$ cat src/rtl/serial_slice_adder.sv
// Wide adder/subtractor that pushes operands LSB-first through one SLICE-bit adder per cycle.
// Optional signed-overflow output: define SERIAL_SLICE_ADDER_OVF_EN.
module serial_slice_adder #(
  parameter int WIDTH = 64,
  parameter int SLICE = 16
) (
  input  logic             clk,
  input  logic             rst_n,
  input  logic             in_valid,
  output logic             in_ready,
  input  logic [WIDTH-1:0] A,
  input  logic [WIDTH-1:0] B,
  input  logic             Cin,
  input  logic             sub,
  output logic             out_valid,
  input  logic             out_ready,
  output logic [WIDTH-1:0] S,
  output logic             Cout,
  output logic             busy
`ifdef SERIAL_SLICE_ADDER_OVF_EN
  ,
  output logic             ovf
`endif
);

  localparam int NSLICE = WIDTH / SLICE;
  localparam int CW     = (NSLICE > 1) ? $clog2(NSLICE) : 1;
  localparam logic [CW-1:0] LAST = CW'(NSLICE - 1);

  // Handshakes: a transfer happens on a rising edge where valid && ready are both 1.
  // in_valid/out_ready may change freely; in_ready/out_valid are registered.
  typedef enum logic [1:0] {
    IDLE = 2'd0,
    RUN  = 2'd1,
    DONE = 2'd2
  } state_t;

  state_t state, state_next;

  logic [WIDTH-1:0] a_q, b_q, acc, acc_next;
  logic             carry;
  logic [CW-1:0]    cnt;
  logic [SLICE-1:0] a_sl, b_sl, sum_sl;
  logic             c_sl;
  logic             accept, last;

  assign accept = (state == IDLE) && in_valid && in_ready;
  assign last   = (cnt == LAST);
  assign busy   = (state != IDLE);

  // Slice mux and the single shared SLICE-bit adder.
  always_comb begin
    a_sl = '0;
    b_sl = '0;
    for (int k = 0; k < NSLICE; k++) begin
      if (cnt == CW'(k)) begin
        a_sl = a_q[k*SLICE +: SLICE];
        b_sl = b_q[k*SLICE +: SLICE];
      end
    end
  end

  assign {c_sl, sum_sl} = {1'b0, a_sl} + {1'b0, b_sl} + {{SLICE{1'b0}}, carry};

  // Accumulator with the current slice merged in, so the last slice can go straight to S.
  always_comb begin
    acc_next = acc;
    for (int k = 0; k < NSLICE; k++) begin
      if (cnt == CW'(k)) acc_next[k*SLICE +: SLICE] = sum_sl;
    end
  end

  always_ff @(posedge clk or negedge rst_n) begin
    if (!rst_n) state <= IDLE;
    else        state <= state_next;
  end

  always_comb begin
    state_next = state;
    case (state)
      IDLE:    if (accept) state_next = RUN;
      RUN:     if (last) state_next = DONE;
      DONE:    if (out_valid && out_ready) state_next = IDLE;
      default: state_next = IDLE;
    endcase
  end

  always_ff @(posedge clk or negedge rst_n) begin
    if (!rst_n) begin
      a_q       <= '0;
      b_q       <= '0;
      acc       <= '0;
      carry     <= 1'b0;
      cnt       <= '0;
      S         <= '0;
      Cout      <= 1'b0;
      out_valid <= 1'b0;
      in_ready  <= 1'b0;
`ifdef SERIAL_SLICE_ADDER_OVF_EN
      ovf       <= 1'b0;
`endif
    end else begin
      // in_ready tracks "next state is IDLE", so it drops on accept and rises on hand-off.
      in_ready <= (state_next == IDLE);
      case (state)
        IDLE: begin
          if (accept) begin
            a_q   <= A;
            b_q   <= sub ? ~B : B;
            carry <= sub | Cin;
            cnt   <= '0;
          end
        end
        RUN: begin
          acc   <= acc_next;
          carry <= c_sl;
          cnt   <= last ? '0 : cnt + 1'b1;
          if (last) begin
            S         <= acc_next;
            Cout      <= c_sl;
            out_valid <= 1'b1;
`ifdef SERIAL_SLICE_ADDER_OVF_EN
            ovf <= (a_q[WIDTH-1] == b_q[WIDTH-1]) && (acc_next[WIDTH-1] != a_q[WIDTH-1]);
`endif
          end
        end
        DONE: begin
          if (out_ready) out_valid <= 1'b0;
        end
        default: ;
      endcase
    end
  end

endmodule

$ cat config.mk
export PLATFORM = sky130hd
export DESIGN_NAME = serial_slice_adder
export DESIGN_NICKNAME = d
export VERILOG_FILES = /design/src/rtl/serial_slice_adder.sv
export SDC_FILE = /design/constraint.sdc
export NUM_CORES = 1
export LEC_CHECK = 0
export ABC_CLOCK_PERIOD_IN_PS = 10800
export BUFFER_PORTS_ARGS = -buffer_cell sky130_fd_sc_hd__buf_2
export CAP_MARGIN = 0
export CORE_ASPECT_RATIO = 0.5
export CORE_MARGIN = 1.5
export CORE_UTILIZATION = 55
export CTS_CLUSTER_DIAMETER = 60
export DETAILED_ROUTE_END_ITERATION = 6
export HOLD_SLACK_MARGIN = 0.06
export PLACE_DENSITY = 0.78
export SLEW_MARGIN = 20
export SYNTH_ARGS = -nofsm -noshare
export SYNTH_HDL_FRONTEND = slang
export SYNTH_SLANG_ARGS = --single-unit
$ cat constraint.sdc
create_clock -name clk -period 10.8 [get_ports clk]
set_input_delay 2.16 -clock clk [delete_from_list [all_inputs] [get_ports clk]]
set_output_delay 2.16 -clock clk [all_outputs]
set_load 0.03 [all_outputs]
# Yosys cells after proc, flatten, opt, wreduce, memory -nomap -nowiden
# Cells that the tools add are included.
[op_classes]
bitwise_logic = 2
n_div = 0
n_mux = 25
n_eq_ne = 8
magnitude_cmp = 0
reduce_logical = 13
n_mul = 0
n_shift = 0
addsub = 3
[ops]
columns = ["op", "n"]
rows = [
  ["$mux 16", 12],
  ["$mux 64", 1],
  ["$not 64->64", 1],
  ["$add 16x16->17", 1],
  ["$add 17x1->17", 1],
  ["$mux 2", 5],
  ["$eq 2x2->1 const B", 3],
  ["$logic_not 2->1", 3],
  ["$ne 2x2->1 const B", 3],
  ["$pmux 2 s3", 1],
  ["$reduce_and 2->1", 3],
  ["$reduce_bool 2->1", 3],
  ["$eq 2x1->1 const B", 2],
  ["$pmux 1 s2", 2],
  ["$pmux 2 s2", 1],
  ["$logic_and 1x1->1", 3],
  ["$mux 1", 3],
  ["$reduce_and 3->1", 1],
  ["$add 2x1->2 const B", 1],
  ["$or 1x1->1", 1],
]
[word_totals]
ff_bits = 264
latch_bits = 0
rom_bits = 0
word_cells = 61
mem_bits_rw = 0
mem_count = 0
input_bits = 134

# Logic depth before layout (Yosys ltp)
[logic_depth]
ltp_word = 8
depth_mapped = 19

# Worst setup path before layout
# No wires, ideal clock.
[synth_path]
path_type = "register to register"
from = "register cnt[0]"
to = "register S[12]"
arrival_ns = 3.464
t_required_ns = 10.667
path_stages_with_launch = 16
period_less_slack_ns = 3.597
setup_time_ns = 0.133
setup_slack_ns = 7.203
n_path_buf = 2
path_cell_list = "dfrtp_1 inv_1 ha_1 clkbuf_1 buf_1 o21ai_0 mux2i_1 fa_1 inv_1 fa_1 a211oi_2 o21ai_1 o211a_1 a311oi_2 xor2_2 o21ai_0"
[synth_between]
elab_chain_cells = 8
word_cells_on_any_way = 16
[synth_lines]
columns = ["item", "line_no", "rtl"]
rows = [
  ["start, declared", "42", "logic [CW-1:0] cnt;"],
  ["start signal, assigned", "117", "cnt <= last ? '0 : cnt + 1'b1;"],
  ["$logic_not 2->1", "56, 69", ""],
  ["$mux 16 (4 in series)", "56", "if (cnt == CW'(k)) begin"],
  ["$add 16x16->17", "63", "assign {c_sl, sum_sl} = {1'b0, a_sl} + {1'b0, b_sl} + {{SLICE{1'b0}}, carry};"],
  ["$add 17x1->17", "63", ""],
  ["$mux 16", "69", "if (cnt == CW'(k)) acc_next[k*SLICE +: SLICE] = sum_sl;"],
  ["end signal, assigned", "119", "S <= acc_next;"],
  ["end, declared", "17", "output logic [WIDTH-1:0] S,"],
]
# Parallel ways exist; a longest one is shown, timed or not.
# A chain may end at the register's enable or synchronous reset.

# Final worst setup path
[layout_path]
from = "register cnt[1]"
to = "register acc[24]"
[layout_between]
elab_chain_cells = 8
word_cells_on_any_way = 15
[layout_lines]
columns = ["item", "line_no", "rtl"]
rows = [
  ["$logic_not 2->1", "56", ""],
  ["$mux 16 (4 in series)", "56", ""],
  ["$add 16x16->17", "63", ""],
  ["$add 17x1->17", "63", ""],
  ["$mux 16 *", "69", ""],
  ["end signal, assigned", "115", "acc <= acc_next;"],
  ["end, declared", "40", "logic [WIDTH-1:0] a_q, b_q, acc, acc_next;"],
]
# Mark *: on every way between the ends. The rest lies on a longest branch, timed or not.

==> metrics list <==
- The congestion estimate from routability-driven global placement came to 0.884.
* Number of distinct standard cells referenced by the synthesized netlist: 50
* Least-Margin Pin Slew: 1.05 ns
- Net Count, Synth: 1536
* Hold_ws: 0.475 ns
* Signed area change from the synthesized netlist to the final layout: 15.4%
- The cell area that synthesis handed to floorplanning was about 0.012 mm2.
* Final Cycle Share: 0.433
- In this run the worst hold path is classified as reg2reg.
* Met2 Routed Length: 14200 um
- Routed Wire Length: ~31000 um
* Effective utilization at floorplan: 0.572
* Routed length per instance: 17.1 um
- Antenna violations before repair: 0
- Synth Flop Type: dfrtp_1
- Of the cells placed in the final design, the portion with a size suffix greater than 1 is 0.176.
* Data arrival time at the worst-slack endpoint: approximately 5 ns
- The via count of the first global-routing pass came to ~9600.
* Max Cap Violations: 0
- Relative slew margins: 0.301
- EDFF count, synth: 0
- In the post-synthesis netlist, the biggest area contributors are dfrtp_1 52%, nand2_1 13%, o21ai_0 8.0%, xnor2_1 5.2%, a21oi_1 4.4%.
- Measured in cells, the most critical reg-to-reg path has a length of 16.
* Clock root buffer: clkbuf_16
- TritonCTS built the clock tree.
- Clock Sinks: roughly 250
- In the final design database the tool counted about 1700 nets.
- Cell area after layout: 0.0138 mm2
- Number of iterations in the first detailed-routing pass: 5
- CTS resizes: 0
* Count of input and output buffers: 201
* Top-count cell post-synth: nand2_1
- 0 antenna diodes ended up in the layout.
* Clock network latency to the later pin of the worst-skew pair: 0.52 ns
- Average footprint of a synthesized cell: 8.69 um2
- The detailed router put a total of ~15000 um of wire on met1.
- For this design the top-level I/O count stands at 202.
- Clock tree synthesis inserted a total of 22 buffers.
- Of the post-synthesis cell area, the dominant cell type holds 0.517.
- Cell Pwr Density: approximately 350 mW/mm2
* Max-slew violations: 0
* Detailed-route via count: about 10000
- Die X: 212 um
- STA classifies the critical path endpoint as a flop.
- Maximum clock path buffer count: 3
* Instance count along the most critical hold path: 1
- After clock tree synthesis, the clock-pin slew on the worst setup and hold paths is approximately 0.070 ns.
- Total congestion overflow: 0
- Kind of critical path: reg2reg
- Measured along the y axis, the die boundary spans approximately 110 um.
- Final total negative setup slack: 0 ns
- Antenna Nets Post-Route: 0
* Biggest area consumer among synthesized cells: dfrtp_1
- Topmost layer with routed signal wires: met4
- For this run, asynchronously set or reset flops after synthesis account for 1.00.
- Post-route total power: roughly 4.8 mW
- The detailed router finished its first iteration with 906 violations.
- WL met3: 1880 um
* CTS Hold Buffers Added: 0
- The Yosys step of the flow raised 0 warnings.
- Dpl cell area: 0.0131 mm2
- Mapped Cells: around 1400
- Finish-stage setup viols: 0
- End of the worst register-to-register path: acc[24]
- Post-DR vias/cell: 5.50
- For this run, design rule violations remaining after detail routing come to 0.
- Final number of hold-violating endpoints: 0
* Sequential element share of the synthesized area: 0.517
- In this run the core area contains 37 standard-cell rows.
- In this run the post-CTS setup repair buffer count came out at 0.
- For this run, the top clock speed supported by timing is ~210 MHz.
- Reg2reg start: cnt[1]
* Capture endpoint of the worst hold path: S[7]
- STA classifies the critical path startpoint as a flop.
* Share of the core filled with cells in the final layout: 0.660
- Highest net fanout along the worst path: 64
- Number of storage elements in the synthesis netlist: 248
* Max H-tree Level: 1
* Area of the die: 0.0228 mm2
* Overall track demand over capacity in global routing: 0.281
* Floorplan Core Area: 0.0210 mm2
- Setup clock skew after layout: between 0.015 and 0.02 ns
- Time the worst path needs with I/O delays and setup: between 4 and 5 ns
* Setup slack of the most critical reg-to-reg path: 6.12 ns
- RSZ-0062 raised after global routing: no
- Worst IR Drop VDD: 175 uV
- For this design the static power due to leakage is 6.71 nW.
* Most frequent cells after synthesis: 420 x nand2_1, 248 x dfrtp_1, 192 x o21ai_0
- Result of the run: completed
- Required time at the worst-slack endpoint: 11.15 ns
- In this run the most critical hold path is launched from S[7].
- Entering global routing, the biggest net connects 123 pins.
* HPWL after DPL: between 20000 and 25000 um
* Global-route wire length before repair: 50500 um
==> area by class of cell <==
type	instances	area, um2
clock inverters	3	40.0
repair buffers	210	1110
clock buffers	35	671
multi-input cells	1028	5420
well taps	292	365
fillers	1745	7140
inverters	7	26.3
flip-flops and latches	248	6210
==> per-stage QoR <==
stage,setup WS (ns),std cells
after floorplan,7.20,1381
after global placement,6.30,1784
after detailed placement,6.15,1784
after CTS,6.13,1822
after global routing,5.61,1823
final,6.12,1823
==> state kept, by name, summed over array words and instances (netlist names) <==
register   cells
Cout           1
S             64
a_q           64
acc           48
b_q           64
carry          1
cnt            2
in_ready       1
out_valid      1
state          2
==> logic make-up (layout without fill, tap and decap cells) <==
| kind of cell | count (synthesis) | count (layout) | synth area share |
|---|---|---|---|
| AND/OR/NAND/NOR | 559 | 559 | 0.188 |
| AO/OA/AOI/OAI | 349 | 349 | 0.160 |
| flip-flops | 248 | 248 | 0.517 |
| buffers and inverters | 105 | 255 | 0.0343 |
| XOR/XNOR | 77 | 77 | 0.0581 |
| multiplexers | 22 | 22 | 0.0187 |
| adder cells (fa/ha/maj) | 21 | 21 | 0.0232 |
==> critical path, stage by stage, from the launching register on <==
cell and delay (ns):
dfrtp_1 0.43, inv_1 0.12, ha_2 0.55, buf_4 0.62, nor2_1 0.11, a21oi_1 0.13
o21ai_0 0.08, mux2i_1 0.22, fa_1 0.22, inv_1 0.06, fa_1 0.49, a211oi_2 0.30
o21ai_1 0.13, o211a_1 0.16, a21boi_0 0.25, xor2_1 0.45, o21ai_0 0.17
==> power by group <==
part	leakage (nW)	total (mW)	internal (mW)	switching, mW
clock	0.350	0.788	0.448	0.340
combinational	3.21	2.42	0.744	1.68
sequential	3.15	1.58	1.34	0.239
==> cells in the final DEF (no fill, tap or decap), types with 3 or more instances in the layout <==
cell type	n
o21ai_1	6
a21oi_1	105
clkbuf_8	5
nand3b_1	3
o21ai_2	8
xnor2_1	71
xor2_1	3
o31ai_1	3
clkbuf_16	23
nor3b_1	23
buf_4	8
nor2_1	88
nand3_1	7
a311oi_1	3
a21o_1	6
mux2i_1	19
mux2_2	3
o21ai_0	192
buf_2	199
dfrtp_1	248
ha_1	15
clkbuf_1	7
o211ai_1	3
inv_1	7
a211o_1	3
nand2_1	419
nor3_1	4
a211oi_1	5
ha_2	3
==> how the worst max path moves through the flow <==
| stage | start | endpoint | slack, ns | cells past startpoint |
|---|---|---|---|---|
| 2_1_floorplan | cnt[0] | S[12] | 7.20 | 15 |
| 3_3_place_gp | cnt[1] | acc[8] | 6.30 | 16 |
| 3_5_place_dp | cnt[1] | acc[24] | 6.15 | 16 |
| 4_1_cts | cnt[1] | acc[24] | 6.13 | 16 |
| 5_1_grt | cnt[1] | acc[40] | 5.61 | 16 |
| 6_report | cnt[1] | acc[24] | 6.12 | 16 |
==> routing by layer <==
metal,vias up,track usage
met5,-,0
met4,0,0.0597
met3,40,0.0397
met2,309,0.434
met1,4843,0.423
li1,4832,-
Note: power is estimated with default switching activity, not from simulation.
